[src/rtl/mod_ram_arbiter.sv]
// mod_ram_arbiter: two-port arbiter in front of a synchronous single-port RAM.
// Port 0 (CPU) and port 1 (loader/DMA) compete for one RAM access per cycle.
// Grants are combinational; the winning command is registered onto the RAM
// strobe the following cycle, and read data is returned to the originating
// port as a one-cycle rvalid pulse two cycles after acceptance.
// Build option: define ARB_FIXED_PRIORITY_EN to make port 0 always win
// simultaneous requests (no round-robin pointer is built in that case).
module mod_ram_arbiter #(
  parameter int ADDR_W = 8,
  parameter int DATA_W = 8
) (
  input  logic              clk,
  input  logic              reset,
  input  logic              m0_req,
  input  logic              m0_we,
  input  logic [ADDR_W-1:0] m0_addr,
  input  logic [DATA_W-1:0] m0_wdata,
  output logic              m0_gnt,
  output logic              m0_rvalid,
  output logic [DATA_W-1:0] m0_rdata,
  input  logic              m1_req,
  input  logic              m1_we,
  input  logic [ADDR_W-1:0] m1_addr,
  input  logic [DATA_W-1:0] m1_wdata,
  output logic              m1_gnt,
  output logic              m1_rvalid,
  output logic [DATA_W-1:0] m1_rdata,
  output logic              ram_en,
  output logic              ram_we,
  output logic [ADDR_W-1:0] ram_addr,
  output logic [DATA_W-1:0] ram_wdata,
  input  logic [DATA_W-1:0] ram_rdata
);

  typedef enum logic {
    PORT0 = 1'b0,
    PORT1 = 1'b1
  } port_e;

  // RAM command stage (cycle after acceptance)
  logic              cmd_en_q, cmd_en_d;
  logic              cmd_we_q, cmd_we_d;
  logic [ADDR_W-1:0] cmd_addr_q, cmd_addr_d;
  logic [DATA_W-1:0] cmd_wdata_q, cmd_wdata_d;
  port_e             cmd_port_q, cmd_port_d;

  // Read pending while the RAM produces data
  logic              rd_pend_q, rd_pend_d;
  port_e             rd_port_q, rd_port_d;

  // Read return registers per port
  logic              rvalid0_q, rvalid0_d;
  logic              rvalid1_q, rvalid1_d;
  logic [DATA_W-1:0] rdata0_q, rdata0_d;
  logic [DATA_W-1:0] rdata1_q, rdata1_d;

`ifndef ARB_FIXED_PRIORITY_EN
  port_e ptr_q, ptr_d;

  // Round-robin pointer: after any acceptance, favour the other port next time.
  always_comb begin
    ptr_d = ptr_q;
    if (m0_gnt)      ptr_d = PORT1;
    else if (m1_gnt) ptr_d = PORT0;
  end

  // Pointer register; reset favours port 0.
  always_ff @(posedge clk or negedge reset) begin
    if (!reset) ptr_q <= PORT0;
    else        ptr_q <= ptr_d;
  end
`endif

  // Grant decode; reset low forces both grants off immediately.
  always_comb begin
    // NOTE: every combinational output gets a default first so no path can infer a latch.
    m0_gnt = 1'b0;
    m1_gnt = 1'b0;
    if (reset) begin
`ifdef ARB_FIXED_PRIORITY_EN
      m0_gnt = m0_req;
      m1_gnt = m1_req & ~m0_req;
`else
      if (m0_req && m1_req) begin
        m0_gnt = (ptr_q == PORT0);
        m1_gnt = (ptr_q == PORT1);
      end else begin
        m0_gnt = m0_req;
        m1_gnt = m1_req;
      end
`endif
    end
  end

  // Next-state for the command, read-pending and read-return stages.
  always_comb begin
    cmd_en_d    = m0_gnt | m1_gnt;
    cmd_we_d    = 1'b0;
    cmd_addr_d  = cmd_addr_q;
    cmd_wdata_d = cmd_wdata_q;
    cmd_port_d  = cmd_port_q;
    if (m1_gnt) begin
      cmd_we_d    = m1_we;
      cmd_addr_d  = m1_addr;
      cmd_wdata_d = m1_wdata;
      cmd_port_d  = PORT1;
    end else if (m0_gnt) begin
      cmd_we_d    = m0_we;
      cmd_addr_d  = m0_addr;
      cmd_wdata_d = m0_wdata;
      cmd_port_d  = PORT0;
    end

    rd_pend_d = cmd_en_q & ~cmd_we_q;
    rd_port_d = cmd_port_q;

    rvalid0_d = rd_pend_q & (rd_port_q == PORT0);
    rvalid1_d = rd_pend_q & (rd_port_q == PORT1);
    rdata0_d  = rvalid0_d ? ram_rdata : rdata0_q;
    rdata1_d  = rvalid1_d ? ram_rdata : rdata1_q;
  end

  // Pipeline registers; reset discards any in-flight access.
  always_ff @(posedge clk or negedge reset) begin
    if (!reset) begin
      // NOTE: data registers are reset too, because the outputs they drive must read 0 in reset.
      cmd_en_q    <= 1'b0;
      cmd_we_q    <= 1'b0;
      cmd_addr_q  <= '0;
      cmd_wdata_q <= '0;
      cmd_port_q  <= PORT0;
      rd_pend_q   <= 1'b0;
      rd_port_q   <= PORT0;
      rvalid0_q   <= 1'b0;
      rvalid1_q   <= 1'b0;
      rdata0_q    <= '0;
      rdata1_q    <= '0;
    end else begin
      // NOTE: non-blocking so every stage samples the previous stage's old value.
      cmd_en_q    <= cmd_en_d;
      cmd_we_q    <= cmd_we_d;
      cmd_addr_q  <= cmd_addr_d;
      cmd_wdata_q <= cmd_wdata_d;
      cmd_port_q  <= cmd_port_d;
      rd_pend_q   <= rd_pend_d;
      rd_port_q   <= rd_port_d;
      rvalid0_q   <= rvalid0_d;
      rvalid1_q   <= rvalid1_d;
      rdata0_q    <= rdata0_d;
      rdata1_q    <= rdata1_d;
    end
  end

  assign ram_en    = cmd_en_q;
  assign ram_we    = cmd_we_q;
  assign ram_addr  = cmd_addr_q;
  assign ram_wdata = cmd_wdata_q;
  assign m0_rvalid = rvalid0_q;
  assign m0_rdata  = rdata0_q;
  assign m1_rvalid = rvalid1_q;
  assign m1_rdata  = rdata1_q;

endmodule

[config.mk]
export PLATFORM = sky130hd
export DESIGN_NAME = mod_ram_arbiter
export DESIGN_NICKNAME = d
export VERILOG_FILES = /design/src/rtl/mod_ram_arbiter.sv
export SDC_FILE = /design/constraint.sdc
export NUM_CORES = 1
export LEC_CHECK = 0
export BUFFER_PORTS_ARGS = -buffer_cell sky130_fd_sc_hd__buf_2
export CORE_UTILIZATION = 48
export DETAILED_ROUTE_END_ITERATION = 10
export GPL_TIMING_DRIVEN = 1
export PLACE_DENSITY = 0.83
export SETUP_SLACK_MARGIN = 0.1
export SKIP_LAST_GASP = 1
export SYNTH_ARGS = -nofsm -noshare
export SYNTH_HDL_FRONTEND = slang
export SYNTH_SLANG_ARGS = --single-unit
[constraint.sdc]
create_clock -name clk -period 2.6 [get_ports clk]
set_input_delay 0.52 -clock clk [delete_from_list [all_inputs] [get_ports clk]]
set_output_delay 0.52 -clock clk [all_outputs]
set_load 0.02 [all_outputs]
==> results.toml, run 1 <==
[final_layout]
synthToLayoutAreaGrowth_pct = 30.0
fin_nets = 274
fin_cells = 275
antenna_cells = 0
drive_above_1_share_pct = 45.4
multi_input_area_um2 = 638
stdcell_area_mm2 = 0.00221
fillers = 286
seq_area_mm2 = 0.00100
fin_util_pct = 65.8

[clocking]
holdBufCountCts = 1
cts.repair.resized = 0
root_buffer = "clkbuf_4"
clk-insertion-delay-late_ns = 0.34
h-tree-depth = 2
cts_sinks = 40
cts_tree = "done"
numCtsBuffers = 5
clock_tree.buffer_depth = 2
path_clk_slew_ns = 0.11
post_cts_buffers = 0

[die]
fp.dieArea_mm2 = 0.00379
rows = 21
start_util_pct = 50.6
die_y_um = 61.6
core-area_mm2 = 0.00336
die_w_um = 61.6
io_pins = 84

[timing]
rsz0062_at_grt = "no"
maxSlewHeadroom_pct = 42.1
tightest_slew_ns = 0.868
tns_ns = 0
clock_skew_ns = 0.00726
holdWs_ns = 0.391
fin_crit_ns = 2.24
hold_viol = 0
slew_violations = 0
period_share_pct = 86.2
finalSetupViolations = 0
fmax_mhz = 446
layout_setup_ws_ns = 0.358

[placed_design]
post-place-ws_ns = 0.807
gp_congestion = 0.731
placedCellCount = 266
dp_hpwl_mm = 2.53
dpl-instance-area_mm2 = 0.00214
port_buffers = 83

[global_routing]
grt_pass1_wl_mm = 5.11
grt.overflow.total = 0
track_usage_pct = 19.0
antenna_found_initial = 0
grt_max_degree = 40
grt_pass1_vias = 1164

[routing]
remaining_drc_errors = 0
routedWlPerCell_um = 12.2
finalWirelength_mm = 3.36
via_per_inst = 5.07
drt-initial-drc-count = 50
vias = 1394
first_pass_iters = 4
ant_nets = 0

[worst_setup_path]
reg2reg_depth = 2
slowest_stage = "dlygate4sd3_1"
max_stage_delay_ns = 0.54
crit_required_ns = 2.08
cp-end-kind = "output pin"
r2r_start = "rd_port_q$_DFF_PN0_"
worstPathCellList = "dlygate4sd3_1 > buf_2 > nand2_1 > a21oi_1 > buf_2"
cpMostUsedCell = "buf_2"
start_kind = "primary input"
critPathArrivalTime_ns = 1.72
critPathKind = "in -> out"
cp_max_fo = 5
critPathLaunch = "reset"

[logic_synthesis]
netlist_area_mm2 = 0.00170
synth_nets = 190
ys_seq_elements = 40
synth_cells = 144
synth_cell_type_count = 20
yosysSeqAreaShare_pct = 58.8
synth_warnings = 0
postSynthAreaPerCell_um2 = 11.8

[pwr]
power.share.clock_pct = 19.9
p_seq_share_pct = 49.9
pwr-share-comb_pct = 30.2
power_mw = 1.60
switching_share_pct = 33.5
switchingPower_mw = 0.536
p_leak_nw = 1.08
p_int_mw = 1.06
p_per_area_mw_per_mm2 = 723
ir_drop_uv = 364

[flow_run]
drv_cap = 0

[outcome]
status = "completed"

[hold_path]
min_path_type = "reg -> reg"
hp-start = "cmd_port_q$_DFFE_PN0P_"
min_delay_path_depth = 0
sequential cells by signal (all words and copies together), names as in the netlist:
signal / flops
ram_en: 1
ram_wdata: 8
m0_rvalid: 1
ram_we: 1
rd_port_q: 1
m1_rvalid: 1
m0_rdata: 8
ram_addr: 8
m1_rdata: 8
ptr_q: 1
cmd_port_q: 1
rd_pend_q: 1
power by group through the flow:
stage / clock network (mW) / logic (mW) / registers [mW]
2_1_floorplan: 0 / 0.156 / 0.955
3_3_place_gp: 0 / 0.480 / 0.806
3_5_place_dp: 0 / 0.489 / 0.812
4_1_cts: 0.332 / 0.490 / 0.799
5_1_grt: 0.357 / 0.537 / 0.818
6_report: 0.319 / 0.483 / 0.799
worst max-delay path: cells and delay by family:
| family | cells | cell delay (ns) |
|---|---|---|
| buf+inv | 3 | 0.92 |
| simple gates | 1 | 0.06 |
| compound gates | 1 | 0.22 |
worst paths after layout:
check | to | slack, ns
worst max-delay path | m0_gnt | 0.36
min in group asynchronous | ptr_q$_DFFE_PN0P_ | 0.54
max in group asynchronous | ram_addr[0]$_DFFE_PN0P_ | 1.42
worst min register to register | rd_port_q$_DFF_PN0_ | 0.39
worst min-delay path | rd_port_q$_DFF_PN0_ | 0.39
worst max register to register | m0_rdata[7]$_DFFE_PN0P_ | 1.07
area by class of cell:
type	instances	share of cell area, %
flip-flops and latches	40	45.2
multi-input cells	92	28.8
repair buffers	87	20.2
well taps	46	2.60
clock buffers	6	2.32
clock inverters	2	0.452
inverters	2	0.339
cell usage after synthesis (all sizes together):
library cell | n | share of area (%)
dfrtp | 40 | 59
nor2 | 17 | 3.7
o21ai | 17 | 5.0
a31oi | 16 | 5.9
mux2 | 16 | 11
or3b | 16 | 8.2
buf | 6 | 2.4
clkbuf | 4 | 0.88
nand2 | 3 | 0.81
nor2b | 3 | 1.5
a21o | 2 | 0.88
inv | 2 | 0.44
a21oi | 1 | 0.29
a22o | 1 | 0.51
layout by cell type, fill, tap and decap left out:
| cell | Yosys | layout |
|---|---|---|
| a21o_1 | 2 | 2 |
| a21oi_1 | 1 | 1 |
| a22o_1 | 1 | 1 |
| a31oi_1 | 16 | 16 |
| buf_2 | 3 | 83 |
| buf_4 | 0 | 3 |
| clkbuf_4 | 0 | 5 |
| clkbuf_8 | 0 | 1 |
| clkinv_2 | 0 | 2 |
| dfrtp_1 | 40 | 40 |
| dlygate4sd3_1 | 0 | 1 |
| inv_1 | 2 | 2 |
| mux2_1 | 8 | 8 |
| mux2_2 | 8 | 8 |
| nand2_1 | 2 | 2 |
| nand2_2 | 1 | 1 |
| nor2_1 | 17 | 17 |
| nor2b_1 | 2 | 2 |
| nor2b_4 | 1 | 1 |
| o21ai_0 | 13 | 13 |
| o21ai_1 | 4 | 4 |
| or3b_1 | 16 | 16 |
kinds of logic (layout without fill, tap and decap cells):
family	after synthesis	after routing	synth area share [%]
and+or+nand+nor	39	39	14.3
buffers and inverters	12	97	3.75
AOI/OAI and AO/OA	37	37	12.6
muxes	16	16	10.6
DFF	40	40	58.8
routing by layer:
layer  GRT usage [%]  routed length (um)
met5               0                   0
met4            6.03                  51
met3            6.93                 261
met2            31.2                1540
met1            23.5                1510
Note: power is estimated with default switching activity, not from simulation.
==> inputs of run 2 (changes only) <==
clock period = 2.8 ns   (was 2.6 ns; I/O delays follow)
==> results.toml, run 2 (synthesis results as in run 1) <==
[outcome]
status = "completed"

[clocking]
h-tree-depth = 2
cts.repair.resized = 0
cts_tree = "done"
cts_sinks = 40
clock_tree.buffer_depth = 2
path_clk_slew_ns = 0.11
post_cts_buffers = 0
root_buffer = "clkbuf_4"
numCtsBuffers = 5
holdBufCountCts = 0
clk-insertion-delay-late_ns = 0.33

[final_layout]
mostFrequentLayoutCell = "buf_2"
fillers = 276
antenna_cells = 0
synthToLayoutAreaGrowth_pct = 30.3
layout_common_cells = "buf_2, dfrtp_1, nor2_1"
stdcell_area_mm2 = 0.00222
multi_input_area_um2 = 638
seq_area_mm2 = 0.00100
drive_above_1_share_pct = 45.2
fin_util_pct = 66.0
fin_nets = 273

[global_routing]
grt_pass1_wl_mm = 4.80
antenna_found_initial = 0
grt_max_degree = 41
track_usage_pct = 17.4
grt_pass1_vias = 1107
grt.overflow.total = 0

[placed_design]
dpl-instance-area_mm2 = 0.00214
gp_congestion = 0.686
port_buffers = 83
post-place-ws_ns = 0.984

[die]
fp.dieArea_mm2 = 0.00379
io_pins = 84
rows = 21
die_w_um = 61.6
core-area_mm2 = 0.00336
start_util_pct = 50.6
die_y_um = 61.6

[timing]
fmax_mhz = 555
maxSlewHeadroom_pct = 43.0
tightest_slew_ns = 0.854
slew_violations = 0
layout_setup_ws_ns = 1.00
clock_skew_ns = 0.00603
period_share_pct = 64.3
finalSetupViolations = 0
rsz0062_at_grt = "no"
tns_ns = 0
fin_crit_ns = 1.80
hold_viol = 0

[worst_setup_path]
critPathKind = "reg -> out"
start_kind = "register"
critPathArrivalTime_ns = 1.24
cp_max_fo = 3
cp-end-kind = "output pin"
crit_required_ns = 2.24
rr_endpoint = "m0_rdata[3]$_DFFE_PN0P_"
r2r_start = "rd_port_q$_DFF_PN0_"
rrSetupSlack_ns = 1.31
reg2reg_depth = 2

[pwr]
power_mw = 1.54
ir_drop_uv = 305
p_per_area_mw_per_mm2 = 696
p_leak_nw = 1.08

[routing]
ant_nets = 0
drt-initial-drc-count = 43
routedWlPerCell_um = 11.7
remaining_drc_errors = 0
first_pass_iters = 4
via_per_inst = 4.98
finalWirelength_mm = 3.20
vias = 1365

[hold_path]
min_path_type = "in -> async"

[flow_run]
drv_cap = 0
==> run 2: cell types whose count changed in the layout (fill, tap and decap cells not counted), sizes merged <==
cell,change
bufinv,+1
clkinv,-1
dlygate4sd3,-1
==> run 2: layer usage <==
layer	GRT usage, %	vias to the layer above	part of all wire, %
met1	22.7	619	44
met3	6.09	2	7.9
met5	0	-	0
met2	27.6	61	47
met4	4.76	0	0.63
li1	-	683	-
==> run 2: how the worst max path moves through the flow <==
stage	start	end	slack, ns
finish	ptr_q$_DFFE_PN0P_	m0_gnt	1.0
global route	ptr_q$_DFFE_PN0P_	m0_gnt	0.86
CTS	ptr_q$_DFFE_PN0P_	m0_gnt	0.98
detailed placement	reset	ram_addr[1]$_DFFE_PN0P_	0.98
global placement	reset	ram_wdata[1]$_DFFE_PN0P_	1.06
floorplan	m0_req	m1_gnt	1.08
==> run 2: power by group <==
group | internal [mW] | leakage (nW) | switching, mW
clock network | 0.187 | 0.0422 | 0.171
registers | 0.688 | 0.468 | 0.0504
logic | 0.179 | 0.574 | 0.267
==> run 2: through the flow <==
stage,cells,hold slack (ns)
after floorplan,144,0.264
after global placement,266,0.367
after detailed placement,266,0.372
after CTS,274,0.329
after global routing,274,0.353
final,274,0.328
==> run 2: area by class of cell <==
class	count	share of cell area, %
inverter	2	0.338
timing repair buffer	86	19.7
multi-input combinational	92	28.8
clock inverter	2	1.58
sequential	40	45.1
tap	46	2.59
clock buffer	6	1.86
==> run 2: critical path: stages, from the launching register on <==
cell	delay [ns]
dfrtp_1	0.44
a21oi_1	0.26
buf_2	0.21
==> inputs of run 3 (changes only) <==
ABC_AREA = 1   (was not set)
CORE_UTILIZATION = 46   (was 48)
PLACE_DENSITY = 0.78   (was 0.83)
clock period = 1.7 ns   (was 2.8 ns; I/O delays follow)
==> results.toml, run 3 <==
[outcome]
status = "completed"

[pwr]
p_leak_nw = 1.50
ir_drop_uv = 441
power_mw = 2.59
power.share.clock_pct = 21.8
p_int_mw = 1.69
switching_share_pct = 34.7
switchingPower_mw = 0.899
pwr-share-comb_pct = 30.7
p_seq_share_pct = 47.5
p_per_area_mw_per_mm2 = 1090

[placed_design]
post-place-ws_ns = 0.307
gp_congestion = 0.793
port_buffers = 83
dp_hpwl_mm = 2.78

[die]
core-area_mm2 = 0.00377
die_y_um = 65.6
io_pins = 84
start_util_pct = 49.3
die_w_um = 65.6
fp.dieArea_mm2 = 0.00430
rows = 22

[clocking]
clk-insertion-delay-late_ns = 0.28
root_buffer = "clkbuf_8"
cts_sinks = 40
numCtsBuffers = 5
path_clk_slew_ns = 0.07
cts_tree = "done"
clock_tree.buffer_depth = 2
holdBufCountCts = 0
h-tree-depth = 2

[timing]
tns_ns = 0
tightest_slew_ns = 0.703
slew_violations = 0
maxSlewHeadroom_pct = 53.2
layout_setup_ws_ns = 0.166
finalSetupViolations = 0
period_share_pct = 90.2
rsz0062_at_grt = "no"
fin_crit_ns = 1.53
hold_viol = 0
clock_skew_ns = 0.00351
fmax_mhz = 652

[routing]
drt-initial-drc-count = 77
remaining_drc_errors = 0
first_pass_iters = 4
finalWirelength_mm = 3.69
via_per_inst = 4.57
vias = 1648
routedWlPerCell_um = 10.2
ant_nets = 0

[logic_synthesis]
synth_nets = 272
synth_most_common_cell = "nand2_1"
ys_seq_elements = 40
synth_cells = 226
synth_edf_count = 0
yosysSeqAreaShare_pct = 53.8
async_flop_share_pct = 100
synth.top_cell.area_share_pct = 53.8
synth_area_leaders = "dfrtp_1, nand2_1, inv_1, nand3_1, o21ai_2"
postSynthAreaPerCell_um2 = 8.23
synth_warnings = 0
netlist_area_mm2 = 0.00186
synth-main-ff-cell = "dfrtp_1"
post-synth-top-area-cell = "dfrtp_1"
synth_cell_type_count = 16
synth_common_cells = "nand2_1, inv_1, dfrtp_1"

[final_layout]
antenna_cells = 0
fin_nets = 359
synthToLayoutAreaGrowth_pct = 28.0
layout_common_cells = "buf_2, nand2_1, inv_1"
fin_util_pct = 63.1
fillers = 353
mostFrequentLayoutCell = "buf_2"
drive_above_1_share_pct = 34.8

[worst_setup_path]
critPathKind = "reg -> out"
cp-endpoint = "m1_gnt"
r2r_start = "rd_pend_q$_DFF_PN0_"
critPathLaunch = "ptr_q$_DFFE_PN0P_"
cp-end-kind = "output pin"
cpMostUsedCell = "inv_1"
critPathArrivalTime_ns = 1.19
rr_endpoint = "m0_rdata[0]$_DFFE_PN0P_"
reg2reg_depth = 4
worstPathCellList = "inv_1 > nand2_2 > nand2_8 > inv_1 > buf_2"
slowest_stage = "dfrtp_1"
cp_max_fo = 18
crit_required_ns = 1.36
start_kind = "register"
max_stage_delay_ns = 0.38
rrSetupSlack_ns = 0.41

[global_routing]
grt_max_degree = 23
antenna_found_initial = 0
grt_pass1_wl_mm = 6.22
grt.overflow.total = 0
track_usage_pct = 18.9
grt_pass1_vias = 1466

[hold_path]
min_path_type = "in -> async"

[flow_run]
drv_cap = 0
==> run 3: layer usage <==
layer,part of all wire [%],GRT usage [%]
met1,45,23.9
met2,47,32.7
met4,0.43,4.89
met5,0,0
met3,7.5,3.65
==> run 3: worst min-delay path by stage <==
stage,to,from,slack (ns),cells after the start
floorplan,cmd_port_q$_DFFE_PN0P_,reset,0.04,0
global placement,m0_rdata[3]$_DFFE_PN0P_,reset,0.36,2
detailed placement,m1_rdata[2]$_DFFE_PN0P_,reset,0.37,2
CTS,m0_rdata[3]$_DFFE_PN0P_,reset,0.07,2
global route,m0_rdata[3]$_DFFE_PN0P_,reset,0.09,2
finish,m0_rdata[3]$_DFFE_PN0P_,reset,0.07,2
==> run 3: logic make-up (layout without fill, tap and decap cells) <==
logic type             after synthesis  in the layout  synth area share (%)
and+or+nand+nor                    111            111                  25.6
buffers and inverters               58            145                  14.4
DFF                                 40             40                  53.8
AOI/OAI and AO/OA                   17             17                  6.19
==> run 3: through the flow <==
stage	hold WS (ns)	instances	instance area, um2
floorplan	0.0444	226	1860
global placement	0.359	354	2290
detailed placement	0.370	354	2290
CTS	0.0672	361	2370
global route	0.0919	361	2380
finish	0.0699	361	2380
==> run 3: layout make-up <==
| type | count | area, um2 | area share [%] |
|---|---|---|---|
| well taps | 48 | 60.1 | 2.52 |
| flip-flops and latches | 40 | 1000 | 42.0 |
| clock buffers | 6 | 72.6 | 3.05 |
| multi-input cells | 128 | 601 | 25.2 |
| clock inverters | 1 | 5.00 | 0.210 |
| inverters | 50 | 189 | 7.93 |
| repair buffers | 88 | 453 | 19.0 |
==> run 3: power by group through the flow <==
| stage | clock [mW] | combinational (mW) | sequential [mW] |
|---|---|---|---|
| after global routing | 0.623 | 0.886 | 1.25 |
| after floorplan | 0 | 0.292 | 1.46 |
| final | 0.566 | 0.795 | 1.23 |
| after detailed placement | 0 | 0.805 | 1.24 |
| after global placement | 0 | 0.777 | 1.25 |
| after CTS | 0.591 | 0.804 | 1.23 |
==> run 3: worst max-delay path: cells and delay by family (launching register included) <==
family,cells,cell delay [ns]
AND/OR/NAND/NOR,2,0.24
flip-flops,1,0.38
buffers and inverters,3,0.31
==> run 3: repair_timing <==
item / CTS / global route
setup endpoints to repair: 0 / 1
setup buffers: 0 / 0
resized for setup: 0 / 1
